===== src/rtl/mem_wb_stage.sv =====
// MEM/WB pipeline register: GPR write-back slot, architectural HI/LO with
// forwarding to EX, and a retired-instruction counter.
module mem_wb_stage #(
  parameter int DATA_W = 32,
  parameter int ADDR_W = 5,
  parameter int CNT_W  = 32
) (
  input  logic              clk,
  input  logic              rst,
  input  logic              stall_mem,
  input  logic              stall_wb,
  input  logic              flush,
  input  logic              mem_valid,
  input  logic [ADDR_W-1:0] mem_wd,
  input  logic              mem_wreg,
  input  logic [DATA_W-1:0] mem_wdata,
  input  logic              mem_whilo,
  input  logic [DATA_W-1:0] mem_hi,
  input  logic [DATA_W-1:0] mem_lo,
  output logic [ADDR_W-1:0] wb_wd,
  output logic              wb_wreg,
  output logic [DATA_W-1:0] wb_wdata,
  output logic              wb_whilo,
  output logic [DATA_W-1:0] wb_hi,
  output logic [DATA_W-1:0] wb_lo,
  output logic [DATA_W-1:0] hi_o,
  output logic [DATA_W-1:0] lo_o,
  output logic [DATA_W-1:0] hi_fwd,
  output logic [DATA_W-1:0] lo_fwd,
  output logic [CNT_W-1:0]  retired_cnt
);

  logic [ADDR_W-1:0] wd_q, wd_d;
  logic              wreg_q, wreg_d;
  logic [DATA_W-1:0] wdata_q, wdata_d;
  logic              whilo_q, whilo_d;
  logic [DATA_W-1:0] hi_q, hi_d;
  logic [DATA_W-1:0] lo_q, lo_d;
  logic              valid_q, valid_d;
  logic [DATA_W-1:0] hi_arch_q, hi_arch_d;
  logic [DATA_W-1:0] lo_arch_q, lo_arch_d;
  logic [CNT_W-1:0]  cnt_q, cnt_d;
  logic              slot_clear;
  logic              retire;

  // A bubble is inserted on flush or when MEM stalls but WB drains.
  assign slot_clear = flush || (stall_mem && !stall_wb);
  assign retire     = !stall_wb;

  always_comb begin
    wd_d    = wd_q;
    wreg_d  = wreg_q;
    wdata_d = wdata_q;
    whilo_d = whilo_q;
    hi_d    = hi_q;
    lo_d    = lo_q;
    valid_d = valid_q;
    if (slot_clear) begin
      wd_d    = '0;
      wreg_d  = 1'b0;
      wdata_d = '0;
      whilo_d = 1'b0;
      hi_d    = '0;
      lo_d    = '0;
      valid_d = 1'b0;
    end else if (!stall_mem) begin
      wd_d    = mem_wd;
      wreg_d  = mem_wreg;
      wdata_d = mem_wdata;
      whilo_d = mem_whilo;
      hi_d    = mem_hi;
      lo_d    = mem_lo;
      valid_d = mem_valid;
    end
  end

  // Commit uses the current slot contents, so a flush of the incoming slot
  // does not cancel it; a held slot commits only on its unstalled edge.
  always_comb begin
    hi_arch_d = hi_arch_q;
    lo_arch_d = lo_arch_q;
    cnt_d     = cnt_q;
    if (retire && whilo_q) begin
      hi_arch_d = hi_q;
      lo_arch_d = lo_q;
    end
    if (retire && valid_q) begin
      cnt_d = cnt_q + {{(CNT_W-1){1'b0}}, 1'b1};
    end
  end

  always_ff @(posedge clk) begin
    if (rst) begin
      wd_q      <= '0;
      wreg_q    <= 1'b0;
      wdata_q   <= '0;
      whilo_q   <= 1'b0;
      hi_q      <= '0;
      lo_q      <= '0;
      valid_q   <= 1'b0;
      hi_arch_q <= '0;
      lo_arch_q <= '0;
      cnt_q     <= '0;
    end else begin
      wd_q      <= wd_d;
      wreg_q    <= wreg_d;
      wdata_q   <= wdata_d;
      whilo_q   <= whilo_d;
      hi_q      <= hi_d;
      lo_q      <= lo_d;
      valid_q   <= valid_d;
      hi_arch_q <= hi_arch_d;
      lo_arch_q <= lo_arch_d;
      cnt_q     <= cnt_d;
    end
  end

  assign wb_wd       = wd_q;
  assign wb_wreg     = wreg_q;
  assign wb_wdata    = wdata_q;
  assign wb_whilo    = whilo_q;
  assign wb_hi       = hi_q;
  assign wb_lo       = lo_q;
  assign hi_o        = hi_arch_q;
  assign lo_o        = lo_arch_q;
  assign hi_fwd      = whilo_q ? hi_q : hi_arch_q;
  assign lo_fwd      = whilo_q ? lo_q : lo_arch_q;
  assign retired_cnt = cnt_q;

endmodule

===== config.mk =====
export PLATFORM = sky130hd
export DESIGN_NAME = mem_wb_stage
export DESIGN_NICKNAME = d
export VERILOG_FILES = /design/src/rtl/mem_wb_stage.sv
export SDC_FILE = /design/constraint.sdc
export NUM_CORES = 1
export LEC_CHECK = 0
export ABC_AREA = 1
export BUFFER_PORTS_ARGS = -buffer_cell sky130_fd_sc_hd__buf_2
export CORE_AREA = 2 2 143 145
export CTS_CLUSTER_DIAMETER = 40
export DETAILED_ROUTE_END_ITERATION = 8
export DIE_AREA = 0 0 145 147
export GPL_TIMING_DRIVEN = 0
export PLACE_DENSITY_LB_ADDON = 0.05
export SKIP_CTS_REPAIR_TIMING = 1
export SLEW_MARGIN = 10
export SYNTH_ARGS = -nofsm -noshare
export SYNTH_HDL_FRONTEND = slang
export SYNTH_SLANG_ARGS = --single-unit

===== constraint.sdc =====
create_clock -name clk -period 1.7 [get_ports clk]
set_input_delay 0.085 -clock clk [delete_from_list [all_inputs] [get_ports clk]]
set_output_delay 0.085 -clock clk [all_outputs]
set_load 0.005 [all_outputs]

==> impl_results.md <==
- Outcome: finished with violations
- Violated checks: negative hold slack
- Min Hold Slack: -0.00738 ns
- Setup Crit Path Kind: reg2out
- I/O pins: 372
- CTS Sinks: 200
- Mapped Area: 8290 um2
- Clock skew: 0.0135 ns
- Fin. Hold Viols: 2
- WP data arrival: 1.54 ns
- CTS clock-pin slew for the worst setup and hold paths: 0.08 ns
- RSZ-0062 raised after global routing: yes
- Stages on the worst setup path: 4
- H-Tree Depth: 4
- Reg-to-reg critical path endpoint: retired_cnt[24]
- CP delay by family, top: buffers and inverters
- Vias in the first global route: 8,177
- Crit. End Element: output pin
- Ys flop type: dfxtp_1
- Worst EP required: 1.62 ns
- Die height: 147 um
- Area Growth Syn to Fin: 47.2%
- Die Wd: 145 um
- Multi-input gate area: 3570 um2
- Syn Inst Count: 1,158
- Ys Warns: 0
- Cell Chain, Critical Path: clkbuf_16 -> clkbuf_2 -> o21ai_0 -> buf_2
- Mapped Nets: 1,268
- Largest stage delay, worst path: 0.38 ns
- Inserted Diodes: 0
- Cell variety after synth: 29
- CP Launch Type: register
- Initial Util: 41.8%
- Fillers: 1,922
- EDFF count, synth: 0
- Gr usage total: 26.0%
- Post-synthesis async set-or-reset flop share: 0%
- Largest net degree at the start of global routing: 19
- Worst-Skew Late Latency: 0.44 ns
- Routed Antenna Nets: 0
- Relative slew margins: 64.6%
- Power per cell area: 806 nW/um2
- Number of endpoints failing setup at the final stage: 0
- Final cell count without fillers: 1,936
- Total power: 0.00983 W
- Vias: 9,465
- Period Utilization, post-route: 95.9%
- Register area: 4010 um2
- Max_cap viols: 0
- Initial DRT Pass Iterations: 5
- Total gr overflow: 0
- Slowest cell on crit path: dfxtp_4
- Wire per inst: 15.6 um
- CTS buffer count: 17
- Hold Crit Class: in2reg
- P_leak: 5.66 nW
- Critical Path Fanout Max: 10
- F_max: 0.614 GHz
- Worst setup margin: 0.0701 ns
- Share of cells above drive strength 1: 28.4%
- R2R depth: 8
- Post-DP HPWL: 22.0 mm
- Syn avg cell area: 7.16 um2
- First-pass GRT wire length: 44.0 mm
- Crit path to: lo_fwd[16]
- Setup slack at placement: -0.0300 ns
- CP Launch Point: wb_whilo
- Seq/Total Area, Yosys: 48.3%
- Reg2Reg Setup Slack: 0.09 ns
- Root buf cell: clkbuf_16
- CTS tree: yes
- Via density: 4.89
- Initial antenna violation count: 0
- Final net count: 1,763
- Final wirelength: 30.2 mm
- Deepest clock path buffer count: 2
- Die area: 21,300 um2
- Initial drt markers: 472
- Worst-margin pin slew: 0.527 ns
- CORE AREA: 19,800 um2
- Residual DRC: 0
- Row count: 52
- Routability cong.: 0.886
- Placed Area: 10,500 um2
- I/O Buffers: 369
- Tmin final: 1.63 ns
- Max IR drop VDD: 0.000693 V
- DP Cell Count: 1,797
- Post-route cell area: 12,200 um2
- Critical path buffer and inverter count: 3
- Pins Over Slew Limit: 0
- Worst reg2reg path startpoint: retired_cnt[0]
- Number of synthesized register bits: 200
==> where the power goes <==
group,leakage (nW),switching (W),internal (W),total [W]
Sequential,1.62,0.0000750,0.00478,0.00485
Combinational,3.76,0.000488,0.000468,0.000956
Clock,0.278,0.00196,0.00207,0.00402
Total,5.66,0.00252,0.00731,0.00983
==> cell usage after synthesis (4+ instances only) <==
master | count | share of area (%)
a21oi_1 | 179 | 11
buf_2 | 24 | 1.4
clkbuf_1 | 43 | 1.9
dfxtp_1 | 200 | 48
inv_1 | 107 | 4.8
inv_2 | 5 | 0.23
nand2_1 | 335 | 15
nand3_1 | 24 | 1.4
nand3_2 | 4 | 0.48
nand4_1 | 8 | 0.60
nor2_1 | 55 | 2.5
nor2_2 | 4 | 0.30
nor2_4 | 6 | 0.82
nor3_1 | 4 | 0.24
o21ai_0 | 130 | 7.9
o21ai_1 | 8 | 0.48
==> metrics by stage <==
stage                     TNS (ns)  utilization, %
after global placement     -0.0539            52.8
final                            0            61.5
after floorplan                  0               -
after global routing      -0.00590            61.5
after CTS                   -22.95            55.6
after detailed placement   -0.0420            52.8
==> registers in the layout, summed over array words and instances, names as in the netlist <==
signal and flops:
hi_o 32, wb_hi 32, valid_q 1, wb_whilo 1, wb_wreg 1, lo_o 32
wb_lo 32, wb_wdata 32, wb_wd 5, retired_cnt 32
==> metal layers <==
| metal | global-route usage [%] | part of all wire, % | vias up |
|---|---|---|---|
| met5 | 0 | 0 | - |
| met4 | 11.1 | 3.5 | 0 |
| met3 | 8.14 | 7.2 | 61 |
| met2 | 43.0 | 49 | 327 |
| met1 | 31.2 | 41 | 4357 |
| li1 | - | - | 4720 |
==> worst min-delay path by stage <==
| stage | startpoint | endpoint | slack, ns | cells after the start |
|---|---|---|---|---|
| floorplan | mem_valid | valid_q | 0.23 | 2 |
| global placement | mem_hi[24] | wb_hi[24] | 0.33 | 3 |
| detailed placement | mem_lo[29] | wb_lo[29] | 0.34 | 3 |
| CTS | mem_wdata[1] | wb_wdata[1] | -0.13 | 3 |
| global route | rst | retired_cnt[15] | 0.007 | 2 |
| finish | rst | retired_cnt[15] | -0.007 | 2 |
==> layout by cell type (no fill, tap or decap), drive strengths merged <==
cell / instances
bufinv: 1
xor2: 2
o21ai: 138
nand2: 340
nor3: 6
and2: 1
xnor2: 2
ha: 1
clkbuf: 63
a21oi: 179
dlygate4sd3: 106
nor2: 66
inv: 121
clkinv: 3
dfxtp: 200
nand3: 29
buf: 397
clkinvlp: 1
o21bai: 1
nor3b: 1
nand4: 8
==> logic make-up after synthesis <==
kind of cell	count (synthesis)	synth area share, %
DFF	200	48.3
and+or+nand+nor	451	23.1
buffers and inverters	184	8.83
AOI/OAI and AO/OA	318	19.2
xor gates and xnor gates	4	0.423
adders and majority gates	1	0.151
==> layout make-up <==
class | count | share of cell area, %
sequential | 200 | 32.8
multi-input combinational | 774 | 29.2
timing repair buffer | 476 | 24.0
clock buffer | 18 | 3.52
inverter | 112 | 3.45
buffer | 72 | 3.04
tap | 270 | 2.77
clock inverter | 14 | 1.11
Note: power is estimated with default switching activity, not from simulation.
